--- config.mk ---
export PLATFORM = sky130hd
export DESIGN_NAME = tour_cmd
export DESIGN_NICKNAME = d
export VERILOG_FILES = /design/src/rtl/tour_cmd_pkg.sv /design/src/rtl/tour_move_decode.sv /design/src/rtl/tour_cmd.sv
export SDC_FILE = /design/constraint.sdc
export NUM_CORES = 1
export LEC_CHECK = 0
export ABC_AREA = 1
export CAP_MARGIN = 25
export CORE_UTILIZATION = 40
export CTS_CLUSTER_DIAMETER = 30
export CTS_CLUSTER_SIZE = 16
export DETAILED_ROUTE_END_ITERATION = 8
export MAX_ROUTING_LAYER = met4
export PLACE_DENSITY = 0.89
export RECOVER_POWER = 25
export SKIP_LAST_GASP = 1
export SLEW_MARGIN = 15
export SYNTH_ARGS = -nofsm -noshare
export SYNTH_HDL_FRONTEND = slang
export SYNTH_SLANG_ARGS = --single-unit
--- constraint.sdc ---
create_clock -name clk -period 2.2 [get_ports clk]
set_clock_uncertainty 0.15 [all_clocks]
set_input_delay 0.33 -clock clk [delete_from_list [all_inputs] [get_ports clk]]
set_output_delay 0.33 -clock clk [all_outputs]
set_load 0.01 [all_outputs]
--- src/rtl/tour_cmd_pkg.sv ---
// tour_cmd_pkg: shared states, opcodes, headings and limits for the tour command sequencer
package tour_cmd_pkg;
    typedef enum logic [2:0] {IDLE, VERT, WAIT_V, HORZ, WAIT_H} state_t;
    localparam logic [3:0] OP_VERT = 4'h4;
    localparam logic [3:0] OP_HORZ = 4'h5;
    localparam logic [7:0] HDG_NORTH = 8'h00;
    localparam logic [7:0] HDG_SOUTH = 8'h7F;
    localparam logic [7:0] HDG_EAST = 8'hBF;
    localparam logic [7:0] HDG_WEST = 8'h3F;
    localparam logic [4:0] LAST_MOVE = 5'd23;
    localparam logic [7:0] RESP_DONE = 8'hA5;
    localparam logic [7:0] RESP_BUSY = 8'h5A;
endpackage

--- src/rtl/tour_move_decode.sv ---
// tour_move_decode: one-hot knight move to vertical and horizontal leg commands
module tour_move_decode
    import tour_cmd_pkg::*;
(
    input  logic [7:0]  move,
    output logic [15:0] vert,
    output logic [15:0] horz
);
    logic [2:0] idx;
    logic any, dx_neg, dy_neg, dx_two, dy_two;
    // scan high to low so the lowest set bit is the last one written
    always_comb begin
        idx = '0;
        for (int i = 7; i >= 0; i--) if (move[i]) idx = 3'(i);
    end
    assign any = |move;
    assign dx_neg = idx inside {3'd1, 3'd2, 3'd3, 3'd4};
    assign dy_neg = idx inside {3'd3, 3'd4, 3'd5, 3'd6};
    assign dx_two = idx inside {3'd2, 3'd3, 3'd6, 3'd7};
    assign dy_two = idx inside {3'd0, 3'd1, 3'd4, 3'd5};
    assign vert = {OP_VERT, dy_neg ? HDG_SOUTH : HDG_NORTH, 2'b00, any & dy_two, any & ~dy_two};
    assign horz = {OP_HORZ, dx_neg ? HDG_WEST : HDG_EAST, 2'b00, any & dx_two, any & ~dx_two};
endmodule

--- src/rtl/tour_cmd.sv ---
// tour_cmd: replays a solved knight's tour as vert/horz commands; TOUR_CMD_UART_ABORT_EN lets a UART command abort it
module tour_cmd
    import tour_cmd_pkg::*;
(
    input  logic        clk,
    input  logic        rst,
    input  logic        start_tour,
    input  logic [7:0]  move,
    output logic [4:0]  mv_indx,
    input  logic [15:0] cmd_UART,
    input  logic        cmd_rdy_UART,
    output logic        clr_cmd_rdy_UART,
    input  logic        clr_cmd_rdy,
    input  logic        send_resp,
    output logic [15:0] cmd,
    output logic        cmd_rdy,
    output logic [7:0]  resp
);
    state_t state, nxt;
    logic [4:0] idx_d;
    logic rdy_q, rdy_d;
    logic [7:0] move_q;
    logic [15:0] vert, horz;
    // after VERT the captured move keeps cmd stable even if the tour memory output changes
    tour_move_decode u_dec (.move(state == VERT ? move : move_q), .vert(vert), .horz(horz));
    always_ff @(posedge clk) begin
        if (rst) begin
            state <= IDLE;
            mv_indx <= '0;
            rdy_q <= 1'b0;
            move_q <= '0;
        end else begin
            state <= nxt;
            mv_indx <= idx_d;
            rdy_q <= rdy_d;
            move_q <= state == VERT ? move : move_q;
        end
    end
    always_comb begin
        nxt = state;
        idx_d = mv_indx;
        case (state)
            IDLE: if (start_tour) begin
                nxt = VERT;
                idx_d = '0;
            end
            VERT: if (clr_cmd_rdy) nxt = WAIT_V;
            WAIT_V: if (send_resp) nxt = HORZ;
            HORZ: if (clr_cmd_rdy) nxt = WAIT_H;
            WAIT_H: if (send_resp) begin
                nxt = mv_indx == LAST_MOVE ? IDLE : VERT;
                idx_d = mv_indx == LAST_MOVE ? mv_indx : mv_indx + 5'd1;
            end
            default: nxt = IDLE;
        endcase
`ifdef TOUR_CMD_UART_ABORT_EN
        if (state != IDLE && cmd_rdy_UART) begin
            nxt = IDLE;
            idx_d = '0;
        end
`endif
        rdy_d = nxt == IDLE ? 1'b0 : (nxt != state && (nxt == VERT || nxt == HORZ)) ? 1'b1 : clr_cmd_rdy ? 1'b0 : rdy_q;
    end
    assign cmd = state == IDLE ? cmd_UART : (state == VERT || state == WAIT_V) ? vert : horz;
    assign cmd_rdy = state == IDLE ? cmd_rdy_UART : rdy_q;
    assign clr_cmd_rdy_UART = state == IDLE && clr_cmd_rdy;
    assign resp = (state == IDLE || (state == WAIT_H && mv_indx == LAST_MOVE)) ? RESP_DONE : RESP_BUSY;
endmodule

==> results.ini, run 1 <==
[clocking]
path_clk_slew_ps = 130
postCtsHoldBufs = 0
htree_levels = 1
root_buffer = clkbuf_4
cts_buffers = 3
cts_tree = done
clock-sinks = 17
cts_buffer_depth = 2
clk_latency_ps = 330

[layout]
multi_input_area_sq_um = 893.4
synthToLayoutAreaGrowth_pct = 82.30
final_cells = 332
drive_above_1_share = 0.4518
mostFrequentLayoutCell = nand2_1
antenna_cells = 0
final_util = 0.7996
layout.nets = 333
final_cell_mix = nand2_1 (42), buf_4 (38), clkdlybuf4s50_1 (34)
fillers = 174
register_area_sq_um = 346.6

[yosys]
synth_nets = 232
synth-async-reset-ratio = 0
synth.avg_cell_area_sq_um = 6.225
synth_edf_count = 0
syn_inst = 201
synth-seq-cells = 17
yosys_most_used_dff = dfxtp_1
yosysWarningCount = 0
synth_seq_area_share = 0.2720
syn_area_sq_mm = 0.001251
ys_types = 31

[routing]
routed_via_density = 5.247
first_pass_iters = 6
drt_iter0_drc = 86
wire_per_inst_um = 15.20
drt.antenna.violating_nets = 0
drcViolationCount = 8
routed-via-count = 1742
routed_wl_um = 5045

[global_route]
grt_first_pass_wirelength_um = 7245
track_usage = 0.2920
grt_pass1_vias = 1589
antenna_found_initial = 0
grt_max_degree = 13
grt_use_met3 = 0.06027
use_met2 = 0.5008
globalRoute.totalOverflow = 0
top_usage_layer = met2
grt_util_met1 = 0.3135

[min_path]
hold_depth = 2
min_from = mv_indx[1]
hp-class = register to register
min_delay_worst_endpoint = mv_indx[1]

[place]
dp.cells = 311
portBuffers = 60
post-dp-hpwl_um = 2668
place_ws_ps = -601.3
routabilityCongestion = 0.8968

[sta]
tns_ps = -4129
setup_viol = 12
drv_slew = 0
fin_ws_ps = -457.8
max_slew_margin = 0.6664
rsz0062_at_grt = yes
clock.fmax_ghz = 0.3763
fin_crit_ps = 2658
hold_slack_ps = 369.1
worst_pin_slew_ps = 498.8
finalHoldViolations = 0
period_share = 1.208

[critical_path]
timing.rr.end = mv_indx[4]
worstReg2RegStart = state[0]
cp_max_fo = 7
worstPathArrival_ps = 2180
r2r_slack_ps = 80
critical_path.endpoint_type = output port
crit_required_ps = 1720
crit_type = register to output port
ff2ff_path_depth = 14
worstSetupStartpointType = register

[run_status]
violations = design-rule violations, negative setup slack
status = complete, but fails checks

[die]
core-area_sq_mm = 0.002853
rows = 19
dieArea_sq_mm = 0.003356
start_util = 0.4386
die_height_um = 57.93
die_w_um = 57.93
io_pins = 61

[pwr]
p_per_area_mw_per_mm2 = 692.3
peakVddDrop_uv = 528.2
power_leakage_nw = 1.134

[flow_run]
maxCapViolCount = 0

## through the flow
| step | cell area, sq um | total power, mW |
|---|---|---|
| 6_report | 2281 | 1.579 |
| 5_1_grt | 2281 | 1.661 |
| 4_1_cts | 2250 | 1.452 |
| 3_5_place_dp | 2037 | 1.193 |
| 3_3_place_gp | 2037 | 1.174 |
| 2_1_floorplan | 1251 | 0.8215 |
## metal layers
| layer | vias to the layer above | wire (um) |
|---|---|---|
| li1 | 815 | - |
| met1 | 808 | 1962 |
| met2 | 98 | 2453 |
| met3 | 21 | 433 |
| met4 | 0 | 196 |
| met5 | - | 0 |
## timing repair
item	CTS	global route
pin swaps	19	10
endpoints found under the setup margin	26	28
gates resized for setup	120	41
setup buffers	9	9
cloned	1	0
## synth_stat cells, types with 3 or more instances
library cell  count  area share
inv_2             6       0.018
dfxtp_1          17        0.27
nand3_1           9       0.036
nor2_1           24       0.072
o21ai_0           4       0.016
nand2_1          57        0.17
inv_1            26       0.078
nor2_2            5       0.025
a21oi_1          10       0.040
buf_4             6       0.036
nand2_2           6       0.030
nand4_1           4       0.020
o21ai_2           3       0.021
nor2_4            3       0.027
## cell type report
class	instances	area share
tap	31	0.01700
multi-input combinational	142	0.3917
sequential	17	0.1519
inverter	34	0.06144
clock inverter	1	0.003291
clock buffer	3	0.009874
timing repair buffer	104	0.3648
## worst max-delay path by stage
| stage | startpoint | end | slack [ps] | cells after the start |
|---|---|---|---|---|
| after floorplan | state[2] | cmd[10] | 80 | 12 |
| after global placement | move[6] | cmd[9] | -540 | 14 |
| after detailed placement | move[6] | cmd[8] | -600 | 14 |
| after CTS | state[2] | cmd[8] | -330 | 13 |
| after global routing | state[1] | cmd[10] | -560 | 11 |
| final | state[1] | cmd[11] | -460 | 13 |
## worst max-delay path, stage by stage, from the launching register on
cell      delay [ps]
dfxtp_2          360
inv_4             90
nand3_4          150
buf_6            160
o21ai_4          160
nor2_4            90
nand2_2          100
nor2_4            40
buf_4            130
a21oi_1          140
nand2_1           90
nand3b_1         110
nand2_1           70
buf_2            140
## kinds of logic after synthesis
family / count (synthesis) / synth area share
buffers and inverters: 43 / 0.1530
and+or+nand+nor: 113 / 0.4190
adders and majority gates: 1 / 0.009998
xor gates and xnor gates: 3 / 0.02100
DFF: 17 / 0.2720
AOI/OAI and AO/OA: 24 / 0.1250
## power breakdown
part / internal (mW) / switching, mW
combinational: 0.469 / 0.566
sequential: 0.332 / 0.0165
clock: 0.0697 / 0.126
## registers in the layout (all words and copies together), names as in the netlist
register / count
rdy_q: 1
move_q: 8
mv_indx: 5
state: 3
Power figures use the tool's default switching activity.
==> run 2: changes to the inputs <==
--- a/config.mk
+++ b/config.mk
@@ -11,6 +11,7 @@
 export CTS_CLUSTER_DIAMETER = 30
 export CTS_CLUSTER_SIZE = 16
 export DETAILED_ROUTE_END_ITERATION = 8
+export HOLD_SLACK_MARGIN = 0.03
 export MAX_ROUTING_LAYER = met4
 export PLACE_DENSITY = 0.89
 export RECOVER_POWER = 25
==> results of run 2 <==
No change in the layout: final DEF, timing and power equal those of run 1.
==> run 3: changes to the inputs <==
--- a/config.mk
+++ b/config.mk
@@ -15,6 +15,7 @@
 export MAX_ROUTING_LAYER = met4
 export PLACE_DENSITY = 0.89
 export RECOVER_POWER = 25
+export REMOVE_ABC_BUFFERS = 1
 export SKIP_LAST_GASP = 1
 export SLEW_MARGIN = 15
 export SYNTH_ARGS = -nofsm -noshare
==> results.ini, run 3 (synthesis gave the netlist of run 1 again) <==
[pwr]
peakVddDrop_uv = 342.3  ; -35%
power.total_mw = 1.440  ; -8.8%
power_leakage_nw = 1.102  ; -2.9%
p_per_area_mw_per_mm2 = 654.4  ; -5.5%

[die]
dieArea_sq_mm = 0.003356  ; unchanged
io_pins = 61  ; unchanged
rows = 19  ; unchanged
die_height_um = 57.93  ; unchanged
core-area_sq_mm = 0.002853  ; unchanged
die_w_um = 57.93  ; unchanged
start_util = 0.4386  ; unchanged

[critical_path]
crit_type = register to output port
timing.rr.end = mv_indx[4]
critical_path.cell_chain = buf_4 -> nor2_4 -> nand3_2 -> nand2_2 -> nand2_1 -> nand2_1 -> nand2_2 -> nand2_1 -> nand2_2 -> o21bai_4 -> nand2_2 -> nand2_2 -> nand2_4 -> nand2_1 -> buf_2
crit_slowest_cell = dfxtp_2
worstSetupEndpoint = cmd[7]
worstReg2RegStart = state[0]
critical_path.endpoint_type = output port
crit_required_ps = 1720  ; about the same
cp_max_fo = 6  ; -1
ff2ff_path_depth = 14  ; unchanged
worstPathArrival_ps = 2070  ; -110 ps
startpoint = state[2]
worstSetupStartpointType = register
max_stage_delay_ps = 350  ; about the same
crit_top_cell = nand2_2
r2r_slack_ps = 90  ; about the same

[global_route]
grt_first_pass_wirelength_um = 6403  ; -12%
globalRoute.totalOverflow = 0  ; unchanged
track_usage = 0.2511  ; -0.04097
grt_max_degree = 10  ; -3
grt_pass1_vias = 1521  ; -4.3%
antenna_found_initial = 0  ; unchanged

[clocking]
path_clk_slew_ps = 100  ; -30 ps
cts_buffers = 3  ; unchanged
cts_tree = done
clock-sinks = 17  ; unchanged
cts_buffer_depth = 2  ; unchanged
clk_latency_ps = 290  ; -40 ps
htree_levels = 1  ; unchanged
root_buffer = clkbuf_4

[sta]
rsz0062_at_grt = yes
fin_crit_ps = 2549  ; -108.6 ps
tns_ps = -2948  ; +1181 ps
clock.fmax_ghz = 0.3923  ; +4.3%
max_slew_margin = 0.8706  ; +0.2042
finalHoldViolations = 0  ; unchanged
period_share = 1.159  ; -0.04938
worst_pin_slew_ps = 193.5  ; -305.3 ps
drv_slew = 0  ; unchanged
setup_viol = 10  ; -2
fin_ws_ps = -349.1  ; +108.6 ps

[layout]
fillers = 219  ; +26%
postLayoutCellArea_sq_mm = 0.002201  ; -3.5%
reg_top3 = move_q (8), mv_indx (5), state (3)
top_register = move_q
layout.nets = 330  ; -0.90%
antenna_cells = 0  ; unchanged
drive_above_1_share = 0.4295  ; -0.02230
synthToLayoutAreaGrowth_pct = 75.90
largest_register_ffs = 8  ; unchanged
mostFrequentLayoutCell = nand2_1
final_cell_mix = nand2_1 (44), buf_4 (40), clkdlybuf4s50_1 (34)

[routing]
wire_per_inst_um = 12.82  ; -16%
drcViolationCount = 3  ; -5
routed_via_density = 4.939  ; -5.9%
drt_iter0_drc = 68  ; -21%
first_pass_iters = 6  ; unchanged
routed_wl_um = 4218  ; -16%
drt.antenna.violating_nets = 0  ; unchanged
routed-via-count = 1625  ; -6.7%

[place]
placed_cell_area_sq_mm = 0.002067  ; +1.5%
post-dp-hpwl_um = 2716  ; +1.8%
place_ws_ps = -580.1  ; +21.23 ps
routabilityCongestion = 0.8303  ; -7.4%
portBuffers = 60  ; unchanged

[min_path]
hp-class = register to register

[run_status]
status = complete, but fails checks
violations = design-rule violations, negative setup slack

[flow_run]
maxCapViolCount = 0  ; unchanged

==> run 3: cell count changes in the layout (fill, tap and decap cells not counted), moves of 3 or more <==
cell	delta
buf_2	-4
buf_6	-4
dlygate4sd2_1	+4
nand2_4	-4
nor2_2	+4
nor2_4	-3
==> run 3: layout make-up <==
class | instances | area, sq um | share of cell area
clock buffers | 4 | 26.28 | 0.01194
multi-input cells | 142 | 855.8 | 0.3889
repair buffers | 101 | 797.0 | 0.3621
inverters | 34 | 136.4 | 0.06197
flip-flops and latches | 17 | 346.6 | 0.1575
well taps | 31 | 38.79 | 0.01762
==> run 3: worst min-delay path by stage <==
stage                           from         end  slack, ps  cells past startpoint
after global routing      mv_indx[2]  mv_indx[2]        400                      2
after global placement    mv_indx[2]  mv_indx[2]        330                      2
after floorplan                  rst  mv_indx[1]        250                      1
after detailed placement  mv_indx[2]  mv_indx[2]        350                      2
final                     mv_indx[2]  mv_indx[2]        370                      2
after CTS                 mv_indx[2]  mv_indx[2]        360                      2
==> run 3: timing repair <==
item	4_1_cts	5_1_grt
pin swaps	15	12
setup buffers	8	1
setup endpoints to repair	27	25
gates cloned	1	0
gates resized for setup	101	31
hold buffers	0	0
==> run 3: report_power, final <==
part           switching, mW  total (mW)  internal (mW)  leakage [nW]
Combinational          0.496       0.919          0.424         0.947
Clock                  0.103       0.174         0.0707        0.0150
Sequential            0.0155       0.347          0.332         0.140
Total                  0.614        1.44          0.826          1.10
==> run 3: routing by layer <==
metal | part of all wire | GRT usage | vias up
li1 | - | - | 809
met1 | 0.39 | 0.2816 | 752
met2 | 0.55 | 0.4663 | 53
met3 | 0.041 | 0.04241 | 11
met4 | 0.020 | 0.04762 | 0
met5 | 0 | - | -
==> run 3: critical path: cells and delay by family (launching register included) <==
| kind | cells | cell delay, ps |
|---|---|---|
| AO/OA/AOI/OAI | 1 | 130 |
| buffers and inverters | 2 | 270 |
| flip-flops | 1 | 350 |
| AND/OR/NAND/NOR | 12 | 1020 |
==> run 3: through the flow <==
stage | hold WS, ps | utilization | std cells
final | 366.6 | 0.7715 | 329
after global routing | 404.4 | 0.7715 | 329
after CTS | 358.6 | 0.7732 | 328
after detailed placement | 347.4 | 0.7246 | 315
after global placement | 327.8 | 0.7246 | 315
after floorplan | 249.1 | - | 192
